**src/rtl/ysyx_25060170_pkg.sv**
```systemverilog
// Shared LSU definitions: size codes, FSM state encodings, data width and
// the misalignment predicate used when YSYX_25060170_LSU_MISALIGN_CHK_EN is set.
package ysyx_25060170_pkg;

    localparam int unsigned LSU_DW = 32'd32;

    localparam logic [1:0] LSU_SZ_B = 2'd0;
    localparam logic [1:0] LSU_SZ_H = 2'd1;
    localparam logic [1:0] LSU_SZ_W = 2'd2;

    typedef enum logic [1:0] {
        LSU_IDLE = 2'd0,
        LSU_REQ  = 2'd1,
        LSU_WAIT = 2'd2,
        LSU_RESP = 2'd3
    } lsu_state_e;

    // Size code 3 is reserved and behaves like a word access.
    function automatic logic lsu_misaligned(input logic [1:0] size, input logic [1:0] off);
        logic mis;
        case (size)
            LSU_SZ_B: mis = 1'b0;
            LSU_SZ_H: mis = off[0];
            default:  mis = (off != 2'b00);
        endcase
        return mis;
    endfunction

endpackage

```
**src/rtl/ysyx_25060170_lsu_if.sv**
```systemverilog
// Data-memory request/grant/response port between the LSU (master) and memory (slave).
interface ysyx_25060170_lsu_if;
    import ysyx_25060170_pkg::*;

    logic              mem_req_o;
    logic              mem_we_o;
    logic [LSU_DW-1:0] mem_addr_o;
    logic [LSU_DW-1:0] mem_wdata_o;
    logic [3:0]        mem_wmask_o;
    logic              mem_gnt_i;
    logic              mem_rvalid_i;
    logic [LSU_DW-1:0] mem_rdata_i;

    modport master (
        output mem_req_o, mem_we_o, mem_addr_o, mem_wdata_o, mem_wmask_o,
        input  mem_gnt_i, mem_rvalid_i, mem_rdata_i
    );

    modport slave (
        input  mem_req_o, mem_we_o, mem_addr_o, mem_wdata_o, mem_wmask_o,
        output mem_gnt_i, mem_rvalid_i, mem_rdata_i
    );

endinterface

```
**src/rtl/ysyx_25060170_lsu_align.sv**
```systemverilog
// Byte-lane steering: store mask/data replication and load extraction with
// sign or zero extension. Purely combinational.
module ysyx_25060170_lsu_align
    import ysyx_25060170_pkg::*;
(
    input  logic [1:0]        st_size,
    input  logic [1:0]        st_off,
    input  logic [LSU_DW-1:0] st_data,
    output logic [3:0]        st_wmask,
    output logic [LSU_DW-1:0] st_wdata,
    input  logic [1:0]        ld_size,
    input  logic [1:0]        ld_off,
    input  logic              ld_unsigned,
    input  logic [LSU_DW-1:0] ld_rdata,
    output logic [LSU_DW-1:0] ld_data
);

    logic [LSU_DW-1:0] byte_shift_s;
    logic [LSU_DW-1:0] half_shift_s;
    logic [7:0]        byte_s;
    logic [15:0]       half_s;

    // Store side: lane enables follow the low address bits, data is replicated.
    always_comb begin
        st_wmask = 4'b1111;
        st_wdata = st_data;
        case (st_size)
            LSU_SZ_B: begin
                st_wmask = 4'b0001 << st_off;
                st_wdata = {4{st_data[7:0]}};
            end
            LSU_SZ_H: begin
                st_wmask = 4'b0011 << st_off;
                st_wdata = {2{st_data[15:0]}};
            end
            default: begin
                st_wmask = 4'b1111;
                st_wdata = st_data;
            end
        endcase
    end

    // Load side: shift the addressed lane down, then extend to 32 bits.
    always_comb begin
        byte_shift_s = ld_rdata >> {ld_off, 3'b000};
        half_shift_s = ld_rdata >> {ld_off[1], 4'b0000};
        byte_s       = byte_shift_s[7:0];
        half_s       = half_shift_s[15:0];
        ld_data      = ld_rdata;
        case (ld_size)
            LSU_SZ_B: begin
                if (ld_unsigned) begin
                    ld_data = {24'd0, byte_s};
                end else begin
                    ld_data = {{24{byte_s[7]}}, byte_s};
                end
            end
            LSU_SZ_H: begin
                if (ld_unsigned) begin
                    ld_data = {16'd0, half_s};
                end else begin
                    ld_data = {{16{half_s[15]}}, half_s};
                end
            end
            default: ld_data = ld_rdata;
        endcase
    end

endmodule

```
**src/rtl/ysyx_25060170_lsu.sv**
```systemverilog
// Load/store unit: one outstanding data-memory access, 32-bit writeback to WBU.
// Build option: YSYX_25060170_LSU_MISALIGN_CHK_EN flags misaligned half/word accesses.
module ysyx_25060170_lsu
    import ysyx_25060170_pkg::*;
#(
    parameter int unsigned TIMEOUT_CYC = 32'd255
) (
    input  logic              clk,
    input  logic              rst,
    input  logic              lsu_valid_i,
    output logic              lsu_ready_o,
    input  logic [LSU_DW-1:0] lsu_addr_i,
    input  logic [LSU_DW-1:0] lsu_wdata_i,
    input  logic              lsu_mem_en_i,
    input  logic              lsu_wen_i,
    input  logic [1:0]        lsu_size_i,
    input  logic              lsu_unsigned_i,
    output logic              lsu_valid_o,
    input  logic              lsu_ready_i,
    output logic [LSU_DW-1:0] lsu_res_o,
    output logic              lsu_misalign_o,
    output logic              lsu_err_o,
    ysyx_25060170_lsu_if.master mem
);

    lsu_state_e        state_r, state_s;
    logic [LSU_DW-1:0] addr_r, addr_s;
    logic [LSU_DW-1:0] wdata_r, wdata_s;
    logic [3:0]        wmask_r, wmask_s;
    logic              we_r, we_s;
    logic [1:0]        size_r, size_s;
    logic              uns_r, uns_s;
    logic [LSU_DW-1:0] res_r, res_s;
    logic              err_r, err_s;
    logic              mis_r, mis_s;
    logic              req_r, req_s;
    logic              valid_r, valid_s;
    logic [31:0]       cnt_r, cnt_s;

    logic              ready_s;
    logic              accept_s;
    logic              mis_chk_s;
    logic [LSU_DW-1:0] eff_addr_s;
    logic [3:0]        st_wmask_s;
    logic [LSU_DW-1:0] st_wdata_s;
    logic [LSU_DW-1:0] ld_data_s;

    assign ready_s  = (state_r == LSU_IDLE) & ~rst;
    assign accept_s = lsu_valid_i & ready_s;

    // Effective address: offending low bits are dropped for half/word accesses.
    always_comb begin
        eff_addr_s = lsu_addr_i;
        case (lsu_size_i)
            LSU_SZ_B: eff_addr_s = lsu_addr_i;
            LSU_SZ_H: eff_addr_s = {lsu_addr_i[31:1], 1'b0};
            default:  eff_addr_s = {lsu_addr_i[31:2], 2'b00};
        endcase
    end

`ifdef YSYX_25060170_LSU_MISALIGN_CHK_EN
    assign mis_chk_s = lsu_mem_en_i & lsu_misaligned(lsu_size_i, lsu_addr_i[1:0]);
`else
    assign mis_chk_s = 1'b0;
`endif

    ysyx_25060170_lsu_align u_align (
        .st_size     (lsu_size_i),
        .st_off      (eff_addr_s[1:0]),
        .st_data     (lsu_wdata_i),
        .st_wmask    (st_wmask_s),
        .st_wdata    (st_wdata_s),
        .ld_size     (size_r),
        .ld_off      (addr_r[1:0]),
        .ld_unsigned (uns_r),
        .ld_rdata    (mem.mem_rdata_i),
        .ld_data     (ld_data_s)
    );

    // Next-state and next-value logic; every register holds unless updated here.
    always_comb begin
        state_s = state_r;
        addr_s  = addr_r;
        wdata_s = wdata_r;
        wmask_s = wmask_r;
        we_s    = we_r;
        size_s  = size_r;
        uns_s   = uns_r;
        res_s   = res_r;
        err_s   = err_r;
        mis_s   = mis_r;
        cnt_s   = cnt_r;
        case (state_r)
            LSU_IDLE: begin
                if (accept_s) begin
                    addr_s  = eff_addr_s;
                    wdata_s = st_wdata_s;
                    wmask_s = (lsu_mem_en_i & lsu_wen_i) ? st_wmask_s : 4'b0000;
                    we_s    = lsu_mem_en_i & lsu_wen_i;
                    size_s  = lsu_size_i;
                    uns_s   = lsu_unsigned_i;
                    res_s   = lsu_addr_i;
                    err_s   = 1'b0;
                    mis_s   = mis_chk_s;
                    cnt_s   = 32'd0;
                    if (~lsu_mem_en_i | mis_chk_s) begin
                        state_s = LSU_RESP;
                    end else begin
                        state_s = LSU_REQ;
                    end
                end else begin
                    state_s = LSU_IDLE;
                end
            end
            LSU_REQ: begin
                if (mem.mem_gnt_i) begin
                    state_s = LSU_WAIT;
                    cnt_s   = 32'd0;
                end else begin
                    state_s = LSU_REQ;
                end
            end
            LSU_WAIT: begin
                if (mem.mem_rvalid_i) begin
                    state_s = LSU_RESP;
                    res_s   = we_r ? 32'd0 : ld_data_s;
                end else if ((TIMEOUT_CYC != 32'd0) && (cnt_r == TIMEOUT_CYC - 32'd1)) begin
                    state_s = LSU_RESP;
                    err_s   = 1'b1;
                    res_s   = 32'd0;
                end else begin
                    cnt_s = cnt_r + 32'd1;
                end
            end
            LSU_RESP: begin
                if (lsu_ready_i) begin
                    state_s = LSU_IDLE;
                end else begin
                    state_s = LSU_RESP;
                end
            end
            default: state_s = LSU_IDLE;
        endcase
        req_s   = (state_s == LSU_REQ);
        valid_s = (state_s == LSU_RESP);
    end

    // State and datapath registers; reset abandons any in-flight access.
    always_ff @(posedge clk) begin
        if (rst) begin
            state_r <= LSU_IDLE;
            addr_r  <= 32'd0;
            wdata_r <= 32'd0;
            wmask_r <= 4'b0000;
            we_r    <= 1'b0;
            size_r  <= 2'd0;
            uns_r   <= 1'b0;
            res_r   <= 32'd0;
            err_r   <= 1'b0;
            mis_r   <= 1'b0;
            req_r   <= 1'b0;
            valid_r <= 1'b0;
            cnt_r   <= 32'd0;
        end else begin
            state_r <= state_s;
            addr_r  <= addr_s;
            wdata_r <= wdata_s;
            wmask_r <= wmask_s;
            we_r    <= we_s;
            size_r  <= size_s;
            uns_r   <= uns_s;
            res_r   <= res_s;
            err_r   <= err_s;
            mis_r   <= mis_s;
            req_r   <= req_s;
            valid_r <= valid_s;
            cnt_r   <= cnt_s;
        end
    end

    assign lsu_ready_o     = ready_s;
    assign lsu_valid_o     = valid_r;
    assign lsu_res_o       = res_r;
    assign lsu_err_o       = err_r;
    assign lsu_misalign_o  = mis_r;
    assign mem.mem_req_o   = req_r;
    assign mem.mem_we_o    = we_r;
    assign mem.mem_addr_o  = {addr_r[31:2], 2'b00};
    assign mem.mem_wdata_o = wdata_r;
    assign mem.mem_wmask_o = wmask_r;

endmodule
```
**src/flat_wrapper.sv**
```systemverilog
// flat-port wrapper written by rule: the top's interface ports become plain ports
module ysyx_25060170_lsu_flat import ysyx_25060170_pkg::*;
#(
    parameter int unsigned TIMEOUT_CYC = 32'd255
)
  (clk, rst, lsu_valid_i, lsu_ready_o, lsu_addr_i, lsu_wdata_i, lsu_mem_en_i, lsu_wen_i, lsu_size_i, lsu_unsigned_i, lsu_valid_o, lsu_ready_i, lsu_res_o, lsu_misalign_o, lsu_err_o, mem_mem_req_o, mem_mem_we_o, mem_mem_addr_o, mem_mem_wdata_o, mem_mem_wmask_o, mem_mem_gnt_i, mem_mem_rvalid_i, mem_mem_rdata_i);
  ysyx_25060170_lsu_if mem_i ();
  input  logic clk;
  input  logic rst;
  input  logic lsu_valid_i;
  output logic lsu_ready_o;
  input  logic [LSU_DW-1:0] lsu_addr_i;
  input  logic [LSU_DW-1:0] lsu_wdata_i;
  input  logic lsu_mem_en_i;
  input  logic lsu_wen_i;
  input  logic [1:0] lsu_size_i;
  input  logic lsu_unsigned_i;
  output logic lsu_valid_o;
  input  logic lsu_ready_i;
  output logic [LSU_DW-1:0] lsu_res_o;
  output logic lsu_misalign_o;
  output logic lsu_err_o;
  output wire logic [$bits(mem_i.mem_req_o)-1:0] mem_mem_req_o;
  output wire logic [$bits(mem_i.mem_we_o)-1:0] mem_mem_we_o;
  output wire logic [$bits(mem_i.mem_addr_o)-1:0] mem_mem_addr_o;
  output wire logic [$bits(mem_i.mem_wdata_o)-1:0] mem_mem_wdata_o;
  output wire logic [$bits(mem_i.mem_wmask_o)-1:0] mem_mem_wmask_o;
  input wire logic [$bits(mem_i.mem_gnt_i)-1:0] mem_mem_gnt_i;
  input wire logic [$bits(mem_i.mem_rvalid_i)-1:0] mem_mem_rvalid_i;
  input wire logic [$bits(mem_i.mem_rdata_i)-1:0] mem_mem_rdata_i;
  assign mem_mem_req_o = mem_i.mem_req_o;
  assign mem_mem_we_o = mem_i.mem_we_o;
  assign mem_mem_addr_o = mem_i.mem_addr_o;
  assign mem_mem_wdata_o = mem_i.mem_wdata_o;
  assign mem_mem_wmask_o = mem_i.mem_wmask_o;
  assign mem_i.mem_gnt_i = mem_mem_gnt_i;
  assign mem_i.mem_rvalid_i = mem_mem_rvalid_i;
  assign mem_i.mem_rdata_i = mem_mem_rdata_i;
  ysyx_25060170_lsu #(.TIMEOUT_CYC(TIMEOUT_CYC)) u_core (.clk(clk), .rst(rst), .lsu_valid_i(lsu_valid_i), .lsu_ready_o(lsu_ready_o), .lsu_addr_i(lsu_addr_i), .lsu_wdata_i(lsu_wdata_i), .lsu_mem_en_i(lsu_mem_en_i), .lsu_wen_i(lsu_wen_i), .lsu_size_i(lsu_size_i), .lsu_unsigned_i(lsu_unsigned_i), .lsu_valid_o(lsu_valid_o), .lsu_ready_i(lsu_ready_i), .lsu_res_o(lsu_res_o), .lsu_misalign_o(lsu_misalign_o), .lsu_err_o(lsu_err_o), .mem(mem_i));
endmodule
```
**config.mk**
```make
export PLATFORM = sky130hd
export DESIGN_NAME = ysyx_25060170_lsu_flat
export DESIGN_NICKNAME = d
export VERILOG_FILES = /design/src/rtl/ysyx_25060170_pkg.sv /design/src/rtl/ysyx_25060170_lsu_if.sv /design/src/rtl/ysyx_25060170_lsu_align.sv /design/src/rtl/ysyx_25060170_lsu.sv /design/src/flat_wrapper.sv
export SDC_FILE = /design/constraint.sdc
export NUM_CORES = 1
export LEC_CHECK = 0
export CAP_MARGIN = 5
export CORE_ASPECT_RATIO = 1.4
export CORE_UTILIZATION = 48
export CTS_CLUSTER_DIAMETER = 40
export DETAILED_ROUTE_END_ITERATION = 6
export HOLD_SLACK_MARGIN = 0.12
export PLACE_DENSITY = 0.89
export SETUP_SLACK_MARGIN = 0.05
export SYNTH_ARGS = -nofsm -noshare
export SYNTH_HDL_FRONTEND = slang
export SYNTH_SLANG_ARGS = --single-unit
```
**constraint.sdc**
```tcl
create_clock -name clk -period 2.2 [get_ports clk]
set_input_delay 0.55 -clock clk [delete_from_list [all_inputs] [get_ports clk]]
set_output_delay 0.55 -clock clk [all_outputs]
set_load 0.02 [all_outputs]
```
==> results.cfg, run 1 <==
[outcome]
status = finished, final reports clean

[yosys]
yosysSeqAreaShare_pct = 39.7
synth_edf_count = 0
synth-warning-count = 0
synth_cell_types = 60
syn-mean-instance-area_um2 = 8.08
synth_flop_cell = dfxtp_1
syn_area_um2 = 7110
postSynth.asyncResetShare_pct = 0
ys_ff_latch = 141
syn_inst = 880

[sta]
clock_skew_ns = 0.0193
hold_ws_ns = 0.458
period_minus_slack_ns = 2.02
postLayoutSetupSlackWorst_ns = 0.178
max_freq_mhz = 495
slew_violations = 0
hold_viol = 0
rsz0062_at_grt = no
max_slew_margin_pct = 27.4
setup_viol = 0
fin_crit_sh_pct = 91.9
worst_pin_slew_ns = 1.09

[clock_tree]
clock_latency_ns = 0.44
tritoncts = yes
postCtsSetupRepairBufs = 0
ctsHoldBuffers = 0
cts.path.max_buffers = 2
htreeDepth = 4
cts_sinks = 141
clkTransAtPathRegs_ns = 0.06
numCtsBuffers = 17
cts_root_buf = clkbuf_16

[layout]
syn_to_final_growth_pct = 42.0
layout.cells.non_filler = 1269
drive_above_1_share_pct = 11.8
fin_nets = 1174
n_fill_cell = 1070

[setup_path]
worst_setup_path_start_kind = flop
worstPathRequired_ns = 1.65
critPathMaxStageDelay_ns = 0.63
r2r_cells = 8
path_buf_inv = 1
worstPathArrival_ns = 1.47
cp-end-kind = primary output
ff2ff_setup_slack_ns = 0.18
crit_slowest_cell = clkdlybuf4s50_1
critPathKind = flop to primary output
r2r-end = u_core.lsu_res_o[24]
critPathTopFamily = buffers and inverters
r2r-start = u_core.cnt_r[0]
crit_start = u_core.lsu_res_o[9]
path_cells = clkdlybuf4s50_1
crit_fanout = 2
crit_cells = 1

[global_routing]
gr-usage-all-layers_pct = 29.9
grt_pass1_vias = 7105
grt.overflow.total = 0
grt_start_max_net_pins = 54
grt_first_pass_wirelength_mm = 36.3
antenna_found_initial = 2

[die]
die_h_um = 146
row_count = 52
num_io_pins = 213
die_area_um2 = 15300
start_util_pct = 49.2
die_w_um = 105
core_area_um2 = 14400

[drt]
dr.pass1.iters = 5
via_count = 7385
drtIter0Drc = 483
wl_per_cell_um = 18.1
drc = 0
viasPerCell = 5.82
routed_wl_mm = 23.0
ant_nets = 0

[power_and_ir_drop]
p_per_area_nw_per_um2 = 708
ir_drop_uv = 452
power_leakage_uw = 0.00372

[hold_path]
hold_start = u_core.addr_r[19]
hold_class = flop to flop
hold_depth = 2
holdPathEnd = u_core.addr_r[19]

[placed_design]
place_congestion = 0.884
hpwlAfterDp_mm = 16.5
dp.cells = 1235
post-place-ws_ns = -0.209
port_buffers = 209

[flow_run]
drv_cap = 0
-- worst min-delay path, stage by stage (launching register included) --
cell     delay, ns
dfxtp_1       0.31
nand2_1       0.05
o21ai_0       0.06
-- worst max path at each step --
stage,to,slack (ns)
2_1_floorplan,u_core.cnt_r[25],0.16
3_3_place_gp,u_core.cnt_r[8],-0.17
3_5_place_dp,u_core.cnt_r[8],-0.21
4_1_cts,u_core.lsu_res_o[9],0.16
5_1_grt,u_core.lsu_res_o[7],0.05
6_report,lsu_res_o[9],0.18
-- logic make-up (layout without fill, tap and decap cells) --
family	after synthesis	after routing	share of synthesized area [%]
other	1	5	0.0527
adder cells (fa/ha/maj)	2	2	0.352
flip-flops	141	141	39.7
AND/OR/NAND/NOR	310	310	21.2
AO/OA/AOI/OAI	260	260	23.5
multiplexers	28	28	4.27
XOR/XNOR	20	20	2.46
buffers and inverters	118	314	8.41
-- registers in the layout, summed over array words and instances, names as in the netlist --
register	count
u_core.mem.mem_we_o	1
u_core.addr_r	32
u_core.size_r	2
u_core.lsu_err_o	1
u_core.mem.mem_req_o	1
u_core.mem.mem_wmask_o	4
u_core.uns_r	1
u_core.lsu_res_o	32
u_core.cnt_r	32
u_core.lsu_valid_o	1
u_core.state_r	2
u_core.mem.mem_wdata_o	32
-- Yosys cell counts, types with 18 or more instances --
library cell	n	area, µm²
a211oi_1	20	150
a21oi_1	76	380
a2bb2oi_1	18	158
buf_4	36	270
clkbuf_1	50	188
dfxtp_1	141	2820
mux2i_1	18	180
nand2_1	140	526
nand3_1	20	100
nor2_1	61	229
nor3_1	21	105
o21ai_0	74	370
o31ai_1	21	158
xnor2_1	20	175
-- cells in the final DEF, fill, tap and decap left out, types with 20 or more instances in the layout --
cell,Yosys,layout
a211oi_1,20,20
o21ai_0,74,73
nor2_1,61,61
a21oi_1,76,76
xnor2_1,20,20
buf_4,36,47
o31ai_1,21,21
dfxtp_1,141,140
clkdlybuf4s50_1,0,207
nor3_1,21,21
nand2_1,140,140
nand3_1,20,20
-- metal layers --
metal | wire length, µm | global-route usage (%) | share of wire, %
met1 | 8560 | 35.1 | 37
met2 | 11400 | 50.5 | 50
met3 | 1730 | 5.67 | 7.5
met5 | 0 | 0 | 0
met4 | 1290 | 18.2 | 5.6
-- area by class of cell --
cell class	instances	area (µm²)	share of cell area [%]
Multi-Input combinational cell	623	3730	36.9
Inverter	13	48.8	0.483
Clock buffer	17	425	4.21
Clock inverter	15	150	1.49
Timing Repair Buffer	269	2680	26.6
Sequential cell	141	2820	28.0
Antenna cell	2	5.00	0.0496
Tap cell	189	236	2.34
-- power breakdown --
group / leakage, µW / switching [µW] / internal, µW
registers: 0.00115 / 106 / 2710
logic: 0.00229 / 786 / 746
clock network: 0.000281 / 1290 / 1510
-- repair_timing --
| item | 4_1_cts | 5_1_grt |
|---|---|---|
| endpoints found under the setup margin | 1 | 28 |
| pin swaps | 0 | 0 |
| resized for setup | 1 | 6 |
-- per-stage QoR --
stage               setup TNS, ns  utilization [%]  instance area (µm²)  power, µW
CTS                             0             69.7                10100       7160
floorplan                       0                -                 7120       3670
global route                    0             69.9                10100       7390
detailed placement          -7.84             65.7                 9490       4380
finish                          0             69.9                10100       7150
global placement            -5.80             65.7                 9490       4350
Note: power is estimated with default switching activity, not from simulation.
==> run 2: changes to the inputs <==
Settings changed: HOLD_SLACK_MARGIN 0.12 to 0.06.
==> results of run 2 <==
Final layout, timing and power as in run 1 (identical DEF).
==> run 3: changes to the inputs <==
--- a/config.mk
+++ b/config.mk
@@ -8,9 +8,10 @@
 export CAP_MARGIN = 5
 export CORE_ASPECT_RATIO = 1.4
-export CORE_UTILIZATION = 48
+export CORE_UTILIZATION = 49
+export CTS_BUF_LIST = sky130_fd_sc_hd__clkbuf_2
 export CTS_CLUSTER_DIAMETER = 40
 export DETAILED_ROUTE_END_ITERATION = 6
 export HOLD_SLACK_MARGIN = 0.06
-export PLACE_DENSITY = 0.89
+export PLACE_DENSITY = 0.91
 export SETUP_SLACK_MARGIN = 0.05
 export SYNTH_ARGS = -nofsm -noshare
==> constraint.sdc (replaced) <==
create_clock -name clk -period 2.2 [get_ports clk]
set_input_delay 0.55 -clock clk [delete_from_list [all_inputs] [get_ports clk]]
set_output_delay 0.55 -clock clk [all_outputs]
set_load 0.05 [all_outputs]
==> run 3 against run 2 <==
Global-route usage rose by 0.11 points. Via count fell by 1.2%. Die area fell by 2.0%. Largest power group unchanged. Critical path depth did not move. Setup slack got worse by 0.058 ns. Register-to-register slack got worse by 0.04 ns. Clock skew rose by 0.015 ns. Routed wire length fell by 2.3%. Highest routed layer unchanged. Flip-flop and latch count did not move. First-iteration DRC count rose by 8.3%.
==> results.cfg, run 3 (same netlist as run 1, synthesis figures left out) <==
[die]
die_h_um = 145
core_area_um2 = 14000
num_io_pins = 213
start_util_pct = 50.7
die_area_um2 = 15000
row_count = 51
die_w_um = 104

[global_routing]
gr-usage-all-layers_pct = 30.0
grt_first_pass_wirelength_mm = 35.7
grt_start_max_net_pins = 57
grt.overflow.total = 0
antenna_found_initial = 1
grt_pass1_vias = 7167

[clock_tree]
cts.path.max_buffers = 2
ctsHoldBuffers = 0
numCtsBuffers = 17
htreeDepth = 4
cts_sinks = 141
clkTransAtPathRegs_ns = 0.24
clock_latency_ns = 0.73
cts_root_buf = clkbuf_2
tritoncts = yes

[setup_path]
crit_fanout = 2
crit_slowest_cell = dfxtp_1
critPathTopFamily = flip-flops
critPathKind = flop to primary output
cp-end-kind = primary output
worst_setup_path_start_kind = flop
worstPathRequired_ns = 1.65
path_cells = clkdlybuf4s15_2
worstPathArrival_ns = 1.53
critPathMaxStageDelay_ns = 0.42
path_buf_inv = 1

[placed_design]
hpwlAfterDp_mm = 16.2
port_buffers = 209
dp.cells = 1224
place_congestion = 0.900
post-place-ws_ns = -0.193
placed_area_um2 = 9400

[sta]
clock_skew_ns = 0.0345
worst_pin_slew_ns = 0.751
postLayoutSetupSlackWorst_ns = 0.120
hold_viol = 0
period_minus_slack_ns = 2.08
max_freq_mhz = 481
rsz0062_at_grt = yes
slew_violations = 0
setup_viol = 0
hold_ws_ns = 0.372
max_slew_margin_pct = 49.8
fin_crit_sh_pct = 94.5

[power_and_ir_drop]
comb_power_share_pct = 29.1
sw_frac_of_total_pct = 36.6
switching_power_uw = 2280
power_uw = 6220
ir_drop_uv = 456
power_leakage_uw = 0.00360
clkPwrFrac_pct = 25.6
p_per_area_nw_per_um2 = 637
intPower_uw = 3940
power_frac_seq_pct = 45.3

[flow_run]
drv_cap = 0

[layout]
final_common_cell = nand2_1
multi_input_area_um2 = 3740
n_fill_cell = 1084
layout.cells.non_filler = 1259
register_area_um2 = 2830
syn_to_final_growth_pct = 37.3
final_area_um2 = 9760
fin_nets = 1169
layout_common_cells = 140 x nand2_1, 139 x dfxtp_1, 105 x clkdlybuf4s50_1
drive_above_1_share_pct = 21.2

[drt]
dr.pass1.iters = 7
drc = 0
via_count = 7299
ant_nets = 0
drtIter0Drc = 523
viasPerCell = 5.80
wl_per_cell_um = 17.8
routed_wl_mm = 22.4

[outcome]
status = finished, final reports clean

[hold_path]
hold_class = primary input to flop
run 3: what timing repair did:
item / 4_1_cts / 5_1_grt
resized for setup: 307 / 25
hold endpoints to repair: 0 / 0
pin swaps: 2 / 0
setup buffers: 2 / 1
endpoints found under the setup margin: 118 / 53
run 3: layer usage:
metal | track usage, % | share of wire, %
met5 | 0 | 0
met4 | 17.9 | 5.0
met3 | 7.26 | 7.5
met2 | 54.1 | 51
met1 | 32.0 | 37
run 3: final timing paths:
kind	start	endpoint	slack, ns	cells past startpoint
max reg2reg	u_core.state_r[1]	u_core.lsu_res_o[1]	0.14	8
max	u_core.lsu_res_o[19]	lsu_res_o[19]	0.12	1
min reg2reg	u_core.addr_r[3]	u_core.addr_r[3]	0.47	2
min	rst	u_core.cnt_r[2]	0.37	5
run 3: area by class of cell:
| class | count | share of cell area, % |
|---|---|---|
| timing repair buffer | 264 | 27.3 |
| clock buffer | 17 | 0.871 |
| clock inverter | 15 | 1.68 |
| multi-input combinational | 623 | 38.3 |
| antenna | 1 | 0.0256 |
| sequential | 141 | 29.0 |
| tap | 185 | 2.37 |
| inverter | 13 | 0.500 |
run 3: power groups by stage:
stage	clock (µW)	combinational [µW]	sequential, µW
after CTS	1610	1800	2820
after global routing	1730	1920	2840
final	1590	1810	2820
after detailed placement	0	1840	2870
after floorplan	0	821	3190
after global placement	0	1810	2860
run 3: through the flow:
| stage | TNS [ns] | util, % |
|---|---|---|
| floorplan | 0 | - |
| global placement | -8.03 | 66.9 |
| detailed placement | -9.71 | 66.9 |
| CTS | 0 | 69.8 |
| global route | 0 | 69.6 |
| finish | 0 | 69.6 |
